[src/rtl/reg_bank_arbiter.sv]
// reg_bank_arbiter: general-purpose register bank with one shared write port,
// round-robin arbitrated between the execute-stage writeback (requester 0)
// and the load-unit writeback (requester 1), plus two combinational read ports.
// Register 0 is hardwired to zero.
// Optional feature: define REG_BANK_BYPASS_EN to forward the winning write
// data to a read port that addresses the register being written this cycle.
module reg_bank_arbiter #(
  parameter  int NUM_REGS   = 8,
  parameter  int DATA_WIDTH = 16,
  localparam int AW         = $clog2(NUM_REGS)
) (
  input  logic                  clk,
  input  logic                  reset,
  input  logic                  req0,
  input  logic [AW-1:0]         addr0,
  input  logic [DATA_WIDTH-1:0] data0,
  output logic                  gnt0,
  input  logic                  req1,
  input  logic [AW-1:0]         addr1,
  input  logic [DATA_WIDTH-1:0] data1,
  output logic                  gnt1,
  input  logic [AW-1:0]         rd_addr_a,
  output logic [DATA_WIDTH-1:0] rd_data_a,
  input  logic [AW-1:0]         rd_addr_b,
  output logic [DATA_WIDTH-1:0] rd_data_b,
  output logic                  last_gnt
);

  logic [DATA_WIDTH-1:0] r_regs [NUM_REGS];
  logic                  r_last_gnt;

  logic                  w_gnt0;
  logic                  w_gnt1;
  logic                  w_wr_en;
  logic [AW-1:0]         w_wr_addr;
  logic [DATA_WIDTH-1:0] w_wr_data;

  // Round-robin grant: a lone requester wins; on contention the requester
  // that was not granted last wins. Grants are suppressed while in reset.
  always_comb begin
    w_gnt0 = reset & req0 & (~req1 | r_last_gnt);
    w_gnt1 = reset & req1 & (~req0 | ~r_last_gnt);
  end

  // Select the winning requester's write address and data.
  always_comb begin
    w_wr_en   = w_gnt0 | w_gnt1;
    w_wr_addr = w_gnt1 ? addr1 : addr0;
    w_wr_data = w_gnt1 ? data1 : data0;
  end

  // Register storage; register 0 is never written so it stays zero.
  always_ff @(posedge clk or negedge reset) begin
    if (!reset) begin
      for (int i = 0; i < NUM_REGS; i++) begin
        r_regs[i] <= '0;
      end
    end else if (w_wr_en) begin
      for (int i = 1; i < NUM_REGS; i++) begin
        if (w_wr_addr == AW'(i)) begin
          r_regs[i] <= w_wr_data;
        end
      end
    end
  end

  // Round-robin pointer; resets to 1 so requester 0 wins first contention.
  always_ff @(posedge clk or negedge reset) begin
    if (!reset) begin
      r_last_gnt <= 1'b1;
    end else if (w_wr_en) begin
      r_last_gnt <= w_gnt1;
    end
  end

  // Read port A: zero for register 0, optional forwarding of the live write.
  always_comb begin
    rd_data_a = (rd_addr_a == '0) ? '0 : r_regs[rd_addr_a];
`ifdef REG_BANK_BYPASS_EN
    if (w_wr_en && (w_wr_addr != '0) && (w_wr_addr == rd_addr_a)) begin
      rd_data_a = w_wr_data;
    end
`else
`endif
  end

  // Read port B: same behaviour as port A.
  always_comb begin
    rd_data_b = (rd_addr_b == '0) ? '0 : r_regs[rd_addr_b];
`ifdef REG_BANK_BYPASS_EN
    if (w_wr_en && (w_wr_addr != '0) && (w_wr_addr == rd_addr_b)) begin
      rd_data_b = w_wr_data;
    end
`else
`endif
  end

  assign gnt0     = w_gnt0;
  assign gnt1     = w_gnt1;
  assign last_gnt = r_last_gnt;

endmodule

[config.mk]
export PLATFORM = sky130hd
export DESIGN_NAME = reg_bank_arbiter
export DESIGN_NICKNAME = d
export VERILOG_FILES = /design/src/rtl/reg_bank_arbiter.sv
export SDC_FILE = /design/constraint.sdc
export NUM_CORES = 1
export LEC_CHECK = 0
export CORE_AREA = 5 5 108 150
export CTS_CLUSTER_SIZE = 8
export DETAILED_ROUTE_END_ITERATION = 7
export DIE_AREA = 0 0 113 155
export GPL_TIMING_DRIVEN = 0
export PLACE_DENSITY = 0.67
export SETUP_SLACK_MARGIN = 0.05
export SLEW_MARGIN = 20
export SYNTH_ARGS = -nofsm -noshare
export SYNTH_HDL_FRONTEND = slang
export SYNTH_SLANG_ARGS = --single-unit
[constraint.sdc]
create_clock -name clk -period 4.8 [get_ports clk]
set_clock_uncertainty 0.2 [all_clocks]
set_input_delay 1.44 -clock clk [delete_from_list [all_inputs] [get_ports clk]]
set_output_delay 1.44 -clock clk [all_outputs]
set_load 0.005 [all_outputs]
==> results.md <==
- Horizontal die dimension: approximately 110 um
- Worst Path Class, Setup: input pin to output pin
- FF+latch count, synth: 113
- Leakage power total: 3.40 nW
- Total power of the final layout: just under 4 mW
- Pin count of the biggest net entering global routing: 43
- Relative area change from synthesis to final layout: 30.9%
- Leading cell types by count after synthesis: sky130_fd_sc_hd__mux2_2 (150), sky130_fd_sc_hd__dfrtp_1 (112), sky130_fd_sc_hd__mux4_2 (32)
- Req. time, crit path: 3160 ps
- Net total in the final layout: just over 600
- Number of hold buffers added after cts: 0
- Max-capacitance violation count: 0
- Endpoint class of the critical path: output pin
- DRC marker count from the first detailed-route iteration: 238
- Rel. slew slack: 0.426
- Highest clock rate: 212 MHz
- Number of buffers created by CTS: 17
- Power Dens Cells: 479 nW/um2
- Hold Crit Class: register to register
- Remaining global-route overflow: 0
- Tcrit/Tclk final: 0.980
- Detailed-placement wirelength estimate: approximately 13000 um
- Synth area leader: sky130_fd_sc_hd__dfrtp_1
- Vias after detailed routing: 4590
- Final max-slew violation count: 0
- Post-DP Area: 7370 um2
- Sink count of the clock tree: 113
- Setup-failing EPs final: 0
- Clock tree from TritonCTS: done
- I/O pin total: 83
- Cells after Synth: 469
- Final weighted congestion in routability-driven placement: 0.801
- Top cell type's share of synthesized area: 0.444
- Total DRC errors in the routed layout: 0
- Non-Filler Cell Area, Final: 8270 um2
- Fraction of registers with async set or reset after synthesis: 1.00
- Number of flops mapped to enable cells by yosys: 0
- Input/output buffers: 78
- Clock-pin slew on the worst setup and hold paths: 50 ps
- Distinct cell type count after synthesis: 31
- Unrepaired setup endpoints after global routing: no
- Total Die Area: 17500 um2
- Final critical delay including setup and external delays: about 4700 ps
- Fill cell total of the finished layout: 1213
- Number of global-route vias before repair: 5115
- Core region area: 14800 um2
- Fraction of the yosys area taken by sequential cells: 0.448
- Sort of element at the start of the critical path: input pin
- Maximum fanout count along the critical path: 10
- Root buf cell: sky130_fd_sc_hd__clkbuf_16
- H-Tree Level Count: 4
- Floorplan die height: roughly 160 um
- Initial core utilization: 0.427
- Synth top area cells: sky130_fd_sc_hd__dfrtp_1 (44%), sky130_fd_sc_hd__mux2_2 (27%), sky130_fd_sc_hd__mux4_2 (11%)
- Routed length per instance: 24.0 um
- Critical path data arrival time: slightly above 3000 ps
- Worst vdd ir: 214 uV
- Final ANT Viol Nets: 0
- Top FF cell, synth: sky130_fd_sc_hd__dfrtp_1
- Global-route wire length before repair: 28800 um
- Final hold slack: 313 ps
- Mapped Area: between 6000 and 7000 um2
- Standard-cell row count: 53
- Fraction of layout instances using a drive strength above 1: 0.465
- Most numerous cell in the Yosys netlist: sky130_fd_sc_hd__mux2_2
- Run status: finished, final reports clean
- Transition time at the pin with the least slew margin: 860 ps
- N_diodes: 0
- Total detailed-routing wirelength: 18600 um
- Worst-skew pair later-pin latency: 410 ps
- Deepest clock path buffer count: 2
- Total iterations of the first detailed-routing run: 4
- Count of synthesis-stage warnings from yosys: 16
- Average via count per standard cell: 5.91
- Antenna violations before repair: 0
- Mean post-synth cell area: 13.5 um2
- Post-synth net total: 517
- Total GRT Usage: 0.218
- Hold Violations, Final: 0
-- path summary, 6_finish.rpt --
check | from | endpoint | slack, ps | cells after the start
worst max-delay path | rd_addr_b[1] | rd_data_b[3] | 90 | 6
worst min-delay path | r_regs[56]$_DFFE_PN0P_ | r_regs[56]$_DFFE_PN0P_ | 310 | 1
worst max register to register | last_gnt$_DFFE_PN1P_ | r_regs[13]$_DFFE_PN0P_ | 1910 | 5
worst min register to register | r_regs[56]$_DFFE_PN0P_ | r_regs[56]$_DFFE_PN0P_ | 310 | 1
max in group asynchronous | reset | r_regs[10]$_DFFE_PN0P_ | 3070 | 2
min in group asynchronous | reset | r_regs[44]$_DFFE_PN0P_ | 670 | 1
-- cell families after synthesis --
family,after synthesis,share of synthesized area
muxes,192,0.399
DFF,113,0.448
AOI/OAI and AO/OA,81,0.0927
buffers and inverters,52,0.0360
and+or+nand+nor,31,0.0244
-- layer usage --
metal,track usage,share of wire
met3,0.0514,0.043
met2,0.386,0.55
met5,0,0
met4,0.101,0.027
met1,0.247,0.38
-- timing repair --
action / 4_1_cts / 5_1_grt
cloned: 1 / 1
resized for setup: 62 / 32
setup buffers: 0 / 3
setup endpoints to repair: 34 / 30
pin swaps: 1 / 2
-- cell usage in the layout (no fill, tap or decap), types with 2 or more instances in the layout --
cell type,n
sky130_fd_sc_hd__o21ai_1,7
sky130_fd_sc_hd__mux4_2,32
sky130_fd_sc_hd__a22oi_1,18
sky130_fd_sc_hd__mux2_2,150
sky130_fd_sc_hd__bufinv_16,3
sky130_fd_sc_hd__clkbuf_8,9
sky130_fd_sc_hd__dfrtp_1,112
sky130_fd_sc_hd__a221oi_2,6
sky130_fd_sc_hd__a221oi_1,8
sky130_fd_sc_hd__clkbuf_4,9
sky130_fd_sc_hd__buf_8,2
sky130_fd_sc_hd__buf_2,7
sky130_fd_sc_hd__a21oi_1,15
sky130_fd_sc_hd__clkinvlp_4,2
sky130_fd_sc_hd__nor2b_1,5
sky130_fd_sc_hd__dlymetal6s2s_1,2
sky130_fd_sc_hd__clkbuf_16,18
sky130_fd_sc_hd__clkinv_2,7
sky130_fd_sc_hd__clkdlybuf4s50_1,75
sky130_fd_sc_hd__mux2_1,10
sky130_fd_sc_hd__o21ai_0,14
sky130_fd_sc_hd__buf_4,9
sky130_fd_sc_hd__nand4b_1,2
sky130_fd_sc_hd__clkbuf_1,2
sky130_fd_sc_hd__nand2_1,18
sky130_fd_sc_hd__buf_12,2
sky130_fd_sc_hd__buf_6,2
sky130_fd_sc_hd__inv_1,16
sky130_fd_sc_hd__a211oi_2,6
-- report_power, final --
part / total (mW) / internal, mW / switching (mW)
Sequential: 1.54 / 1.29 / 0.250
Clock: 1.26 / 0.821 / 0.439
Combinational: 1.15 / 0.747 / 0.406
-- registers in the layout, indices dropped and copies added (netlist names) --
| register | count |
|---|---|
| r_regs | 112 |
| last_gnt | 1 |
-- through the flow --
step	cells	worst slack (ps)	TNS, ps	util
after global placement	739	-4660	-649320	0.496
after detailed placement	740	-939	-19990	0.498
after CTS	773	-69.2	-69.2	0.552
after global routing	777	36.4	0	0.559
after floorplan	469	407	0	-
final	777	94.0	0	0.559
-- worst max-delay path, cell delays in order --
cell,delay [ps]
sky130_fd_sc_hd__clkbuf_2,180
sky130_fd_sc_hd__clkbuf_8,230
sky130_fd_sc_hd__mux2_2,350
sky130_fd_sc_hd__a221oi_1,300
sky130_fd_sc_hd__a21oi_1,90
sky130_fd_sc_hd__clkdlybuf4s50_1,460
-- area by class of cell --
type                       instances  area, um2  area share
inverter                          16       60.1     0.00726
multi-input combinational        304       3310       0.401
sequential                       113       2830       0.342
clock inverter                    12        140      0.0169
clock buffer                      20        447      0.0540
timing repair buffer              84        903       0.109
tap                              192        240      0.0291
buffer                            36        335      0.0406
Note: power is estimated with default switching activity, not from simulation.
